--- src/rtl/led_bank_arbiter.sv ---
// Round-robin owner arbitration for the shared 5-LED bank with a minimum dwell per owner.
// Optional idle heartbeat on LED5 is enabled by defining LED_ARB_HEARTBEAT_EN.
module led_bank_arbiter #(
   parameter int NUM_REQ     = 2,
   parameter int HOLD_CYCLES = 12000000,
   parameter int BLINK_DIV   = 3000000
) (
   input  logic                   CLK,
   input  logic                   RST_N,
   input  logic [NUM_REQ-1:0]     req,
   input  logic [5*NUM_REQ-1:0]   pattern,
   output logic [NUM_REQ-1:0]     gnt,
   output logic [4:0]             leds,
   output logic                   busy,
   output logic                   dbg_state_o
);

   localparam int            IW       = $clog2(NUM_REQ);
   localparam int            CW       = $clog2(HOLD_CYCLES + 1);
   localparam logic [IW:0]   N_W      = (IW + 1)'(NUM_REQ);
   localparam logic [CW-1:0] CNT_LOAD = CW'(HOLD_CYCLES - 1);

   if (NUM_REQ < 2 || NUM_REQ > 8 || HOLD_CYCLES < 1 || BLINK_DIV < 1) begin : g_param_err
      $error("led_bank_arbiter: illegal parameter value");
   end

   typedef enum logic {S_IDLE = 1'b0, S_OWN = 1'b1} state_t;

   state_t              state_q, state_d;
   logic [NUM_REQ-1:0]  gnt_q, gnt_d;
   logic [4:0]          leds_q, leds_d;
   logic                busy_q, busy_d;
   logic [IW-1:0]       ptr_q, ptr_d;
   logic [IW-1:0]       owner_q, owner_d;
   logic [CW-1:0]       cnt_q, cnt_d;

   logic [4:0]          pat [NUM_REQ];
   logic [NUM_REQ-1:0]  cand;
   logic [IW-1:0]       win;
   logic                take;
   logic [4:0]          idle_leds;

   // First set bit of m at or above p, wrapping past NUM_REQ-1 back to 0.
   function automatic logic [IW-1:0] rr_pick(input logic [NUM_REQ-1:0] m,
                                             input logic [IW-1:0]      p);
      logic [IW:0] idx;
      logic        found;
      rr_pick = '0;
      found   = 1'b0;
      for (int k = 0; k < NUM_REQ; k++) begin
         idx = {1'b0, p} + k[IW:0];
         if (idx >= N_W) idx = idx - N_W;
         if (!found && m[idx[IW-1:0]]) begin
            rr_pick = idx[IW-1:0];
            found   = 1'b1;
         end
      end
   endfunction

   function automatic logic [IW-1:0] inc_wrap(input logic [IW-1:0] i);
      inc_wrap = ({1'b0, i} == N_W - 1'b1) ? '0 : i + 1'b1;
   endfunction

   always_comb begin
      for (int i = 0; i < NUM_REQ; i++) pat[i] = pattern[5*i +: 5];
   end

`ifdef LED_ARB_HEARTBEAT_EN
   localparam int            DW       = $clog2(BLINK_DIV + 1);
   localparam logic [DW-1:0] DIV_LAST = DW'(BLINK_DIV - 1);

   logic [DW-1:0] div_q, div_d;
   logic          hb_q, hb_d;

   // Free-running divider; it keeps counting while the bank is owned.
   always_comb begin
      div_d = div_q + 1'b1;
      hb_d  = hb_q;
      if (div_q == DIV_LAST) begin
         div_d = '0;
         hb_d  = ~hb_q;
      end
   end

   always_ff @(posedge CLK) begin
      if (!RST_N) begin
         div_q <= '0;
         hb_q  <= 1'b0;
      end else begin
         div_q <= div_d;
         hb_q  <= hb_d;
      end
   end

   assign idle_leds = {hb_d, 4'b0000};
`else
   assign idle_leds = 5'b00000;
`endif

   // The current owner is excluded so an expired dwell hands over to someone else first.
   always_comb begin
      cand = req;
      if (state_q == S_OWN) cand[owner_q] = 1'b0;
      win  = rr_pick(cand, ptr_q);
      take = (|cand) && ((state_q == S_IDLE) || (cnt_q == '0));
   end

   always_comb begin
      state_d = state_q;
      gnt_d   = gnt_q;
      busy_d  = busy_q;
      ptr_d   = ptr_q;
      owner_d = owner_q;
      cnt_d   = cnt_q;
      leds_d  = (state_q == S_OWN) ? pat[owner_q] : idle_leds;

      if (take) begin
         state_d    = S_OWN;
         gnt_d      = '0;
         gnt_d[win] = 1'b1;
         busy_d     = 1'b1;
         cnt_d      = CNT_LOAD;
         ptr_d      = inc_wrap(win);
         owner_d    = win;
         leds_d     = pat[win];
      end else if (state_q == S_OWN) begin
         if (cnt_q != '0) begin
            cnt_d = cnt_q - 1'b1;
         end else if (!req[owner_q]) begin
            state_d = S_IDLE;
            gnt_d   = '0;
            busy_d  = 1'b0;
            leds_d  = idle_leds;
         end
      end
   end

   always_ff @(posedge CLK) begin
      if (!RST_N) begin
         state_q <= S_IDLE;
         gnt_q   <= '0;
         leds_q  <= '0;
         busy_q  <= 1'b0;
         ptr_q   <= '0;
         owner_q <= '0;
         cnt_q   <= '0;
      end else begin
         state_q <= state_d;
         gnt_q   <= gnt_d;
         leds_q  <= leds_d;
         busy_q  <= busy_d;
         ptr_q   <= ptr_d;
         owner_q <= owner_d;
         cnt_q   <= cnt_d;
      end
   end

   assign gnt         = gnt_q;
   assign leds        = leds_q;
   assign busy        = busy_q;
   assign dbg_state_o = state_q;

endmodule

--- config.mk ---
export PLATFORM = sky130hd
export DESIGN_NAME = led_bank_arbiter
export DESIGN_NICKNAME = d
export VERILOG_FILES = /design/src/rtl/led_bank_arbiter.sv
export SDC_FILE = /design/constraint.sdc
export NUM_CORES = 1
export LEC_CHECK = 0
export ABC_CLOCK_PERIOD_IN_PS = 2600
export CORE_MARGIN = 2
export CORE_UTILIZATION = 55
export CTS_CLUSTER_SIZE = 8
export DETAILED_ROUTE_END_ITERATION = 12
export PLACE_DENSITY = 0.79
export SETUP_SLACK_MARGIN = 0.02
export SLEW_MARGIN = 20
export SYNTH_ARGS = -nofsm -noshare
export SYNTH_HDL_FRONTEND = slang
export SYNTH_SLANG_ARGS = --single-unit
--- constraint.sdc ---
create_clock -name CLK -period 2.6 [get_ports CLK]
set_input_delay 0.26 -clock CLK [delete_from_list [all_inputs] [get_ports CLK]]
set_output_delay 0.26 -clock CLK [all_outputs]
set_load 0.01 [all_outputs]
==> flow_metrics.env, run 1 <==
export IMPL_regToRegSetupSlack_ns=0.27
export IMPL_start_util=0.5744
export IMPL_crit_end="leds[3]"
export IMPL_layout_drive_gt1_share=0.1336
export IMPL_antenna_found_initial=0
export IMPL_synth_top_area_frac=0.3655
export IMPL_yosys_top_cells_count="35 x dfxtp_1, 19 x nor2_1, 15 x nor3_1"
export IMPL_power_density_nw_per_um2=555.5
export IMPL_cts_hold_buf=0
export IMPL_crit_path_start="cnt_q[2]"
export IMPL_rsz0062_at_grt="false"
export IMPL_grt_max_degree=23
export IMPL_yosysWarnings=0
export IMPL_p_clk_frac=0.231
export IMPL_vias_per_cell=6.423
export IMPL_dieArea_sq_um=3973
export IMPL_required_ns=2.89
export IMPL_via_count=1882
export IMPL_max_slew_margin_rel=0.5700
export IMPL_ctsResizeCount=0
export IMPL_ant_nets=0
export IMPL_path_delay_family="simple AND/OR/NAND/NOR gates"
export IMPL_cts_htree_levels=2
export IMPL_cts_tree="yes"
export IMPL_synthesis_nets=235
export IMPL_fin_crit_ns=2.329
export IMPL_fin_cells=293
export IMPL_critPathArrivalTime_ns=2.62
export IMPL_cts_setup_buffers=0
export IMPL_clock_latency_ns=0.35
export IMPL_final_setup_viol_count=0
export IMPL_p_leak_uw=0.0008047
export IMPL_swShare=0.3291
export IMPL_ys_flop_type="dfxtp_1"
export IMPL_fmax_mhz=429.3
export IMPL_worst_pin_slew_ns=0.6401
export IMPL_path_buf_inv=0
export IMPL_slowest_stage="or4_4"
export IMPL_p_sw_uw=411.3
export IMPL_area_delta_synth_final_pct=17.36
export IMPL_rows=21
export IMPL_drv_cap=0
export IMPL_synthCells=219
export IMPL_dpl_cell_count=285
export IMPL_r2r_end="leds[3]"
export IMPL_nNetsFinal=262
export IMPL_cts_sinks=35
export IMPL_synth_async_reset_ratio=0
export IMPL_die_y_um=63.04
export IMPL_path_cells="or4_4 -> nor3_4 -> a31o_2 -> mux2i_1 -> a32o_1"
export IMPL_place_congestion=0.8289
export IMPL_dieWidth_um=63.04
export IMPL_hpwl_mm=3.388
export IMPL_finalMaxSlewViolations=0
export IMPL_synth_top_area_cell="dfxtp_1"
export IMPL_slowest_delay_ns=0.59
export IMPL_yosysMostFrequentCell="dfxtp_1"
export IMPL_synth_area_sq_um=1917
export IMPL_grt_pass1_wl_mm=8.411
export IMPL_crit_cells=5
export IMPL_reg2reg_depth=5
export IMPL_startpoint_type="flip-flop"
export IMPL_finalHoldViolations=0
export IMPL_syn_area_per_cell_sq_um=8.753
export IMPL_firstDrtPassIters=4
export IMPL_drt_wl_total_mm=4.682
export IMPL_grt_pass1_vias=1818
export IMPL_synth_seq_area_share=0.3655
export IMPL_clockBufferDepth=2
export IMPL_diodes=0
export IMPL_power_frac_seq=0.512
export IMPL_status="complete, no violations"
export IMPL_p_int_uw=838.5
export IMPL_path_max_fanout=17
export IMPL_cts_root_buf="clkbuf_4"
export IMPL_timing_rr_start="cnt_q[2]"
export IMPL_ys_types=53
export IMPL_worstSetupEndpointType="flip-flop"
export IMPL_clk_pin_slew_ns=0.10
export IMPL_synth_edf_count=0
export IMPL_synth_seq_cells=35
export IMPL_routedWlPerCell_um=15.98
export IMPL_cts_buffers=5
export IMPL_drtIter0Drc=265
export IMPL_ir_worst_vdd_mv=0.2871
export IMPL_finalHoldWorstSlack_ns=0.5039
export IMPL_synth_area_leaders="dfxtp_1 37%, a211oi_1 4.3%, nor3_1 3.9%, nor2_1 3.7%, nand3_1 3.1%"
export IMPL_combPwrFrac=0.257
export IMPL_finalSetupTns_ns=0
export IMPL_top_level_ports=23
export IMPL_worstSetupPathType="reg2reg"
export IMPL_core_area_sq_um=3337
export IMPL_grt_usage=0.2647
export IMPL_period_share=0.8959
export IMPL_hold_path_class="reg2reg"
export IMPL_finalClockSkew_ns=0.009127
export IMPL_port_buffers=22
export IMPL_drc_errors=0
export IMPL_overflow=0
[logic make-up after synthesis]
| kind of cell | after synthesis | share of synthesized area |
|---|---|---|
| and+or+nand+nor | 91 | 0.2676 |
| AOI/OAI and AO/OA | 63 | 0.2578 |
| DFF | 35 | 0.3655 |
| buffers and inverters | 19 | 0.05025 |
| muxes | 5 | 0.02741 |
| xor gates and xnor gates | 4 | 0.01827 |
| adders and majority gates | 2 | 0.01305 |
[power groups by stage]
stage | Clock [uW] | Combinational [uW] | Sequential [uW]
after floorplan | 0 | 213 | 644
after global placement | 0 | 313 | 648
final | 289 | 322 | 639
after CTS | 292 | 319 | 638
after global routing | 315 | 355 | 647
after detailed placement | 0 | 317 | 650
[cell type report]
class                           count  area, sq um
Clock inverter                      1        5.005
Timing Repair Buffer               32        295.3
Clock buffer                        7        45.04
Tap cell                           46        57.56
Inverter                            7        26.28
Multi-Input combinational cell    165         1120
Sequential cell                    35        700.7
Fill cell                         281         1087
[flip-flops by register name, summed over array words and instances, names as in the netlist]
name         cells
owner_q          1
dbg_state_o      1
ptr_q            1
gnt              2
busy             1
cnt_q           24
leds             5
[stage by stage]
| stage | util | total power, uW | cell area [sq um] | setup slack [ns] |
|---|---|---|---|---|
| floorplan | - | 856.2 | 1917 | 0.6784 |
| global placement | 0.6592 | 961.1 | 2200 | 0.3621 |
| detailed placement | 0.6592 | 967.0 | 2200 | 0.3374 |
| CTS | 0.6742 | 1249 | 2250 | 0.2983 |
| global route | 0.6742 | 1317 | 2250 | 0.1443 |
| finish | 0.6742 | 1250 | 2250 | 0.2706 |
[worst min-delay path, stage by stage, from the launching register on]
cell and delay, ns:
dfxtp_1 0.34, o31ai_1 0.07, a21oi_1 0.06
[layer usage]
layer	vias up	global-route usage	part of all wire
met5	-	0	0
met4	0	0.1250	0.019
met3	10	0.05586	0.061
met2	59	0.4215	0.46
met1	893	0.3400	0.46
li1	920	-	-
[worst min-delay path by stage]
| stage | start | end | slack [ns] | cells after the start |
|---|---|---|---|---|
| finish | cnt_q[19] | cnt_q[19] | 0.50 | 2 |
| detailed placement | cnt_q[19] | cnt_q[19] | 0.48 | 2 |
| floorplan | pattern[1] | leds[1] | 0.39 | 1 |
| CTS | cnt_q[19] | cnt_q[19] | 0.50 | 2 |
| global placement | cnt_q[19] | cnt_q[19] | 0.47 | 2 |
| global route | pattern[1] | leds[1] | 0.49 | 2 |
[placed cells by master (no fill, tap or decap), drive strengths merged, types with 6 or more instances in the layout]
cell           count
buf               10
clkbuf             7
dfxtp             35
nand2             13
clkdlybuf4s50     22
nor3              18
a21oi              8
inv                6
nor2              20
nand3             12
a211oi            12
nor4               6
No activity file was read; power rests on OpenSTA's default activity.
==> run 2: changes to the inputs <==
- TNS_END_PERCENT: unset -> 50
==> results of run 2 <==
No change in the layout: final DEF, timing and power equal those of run 1.
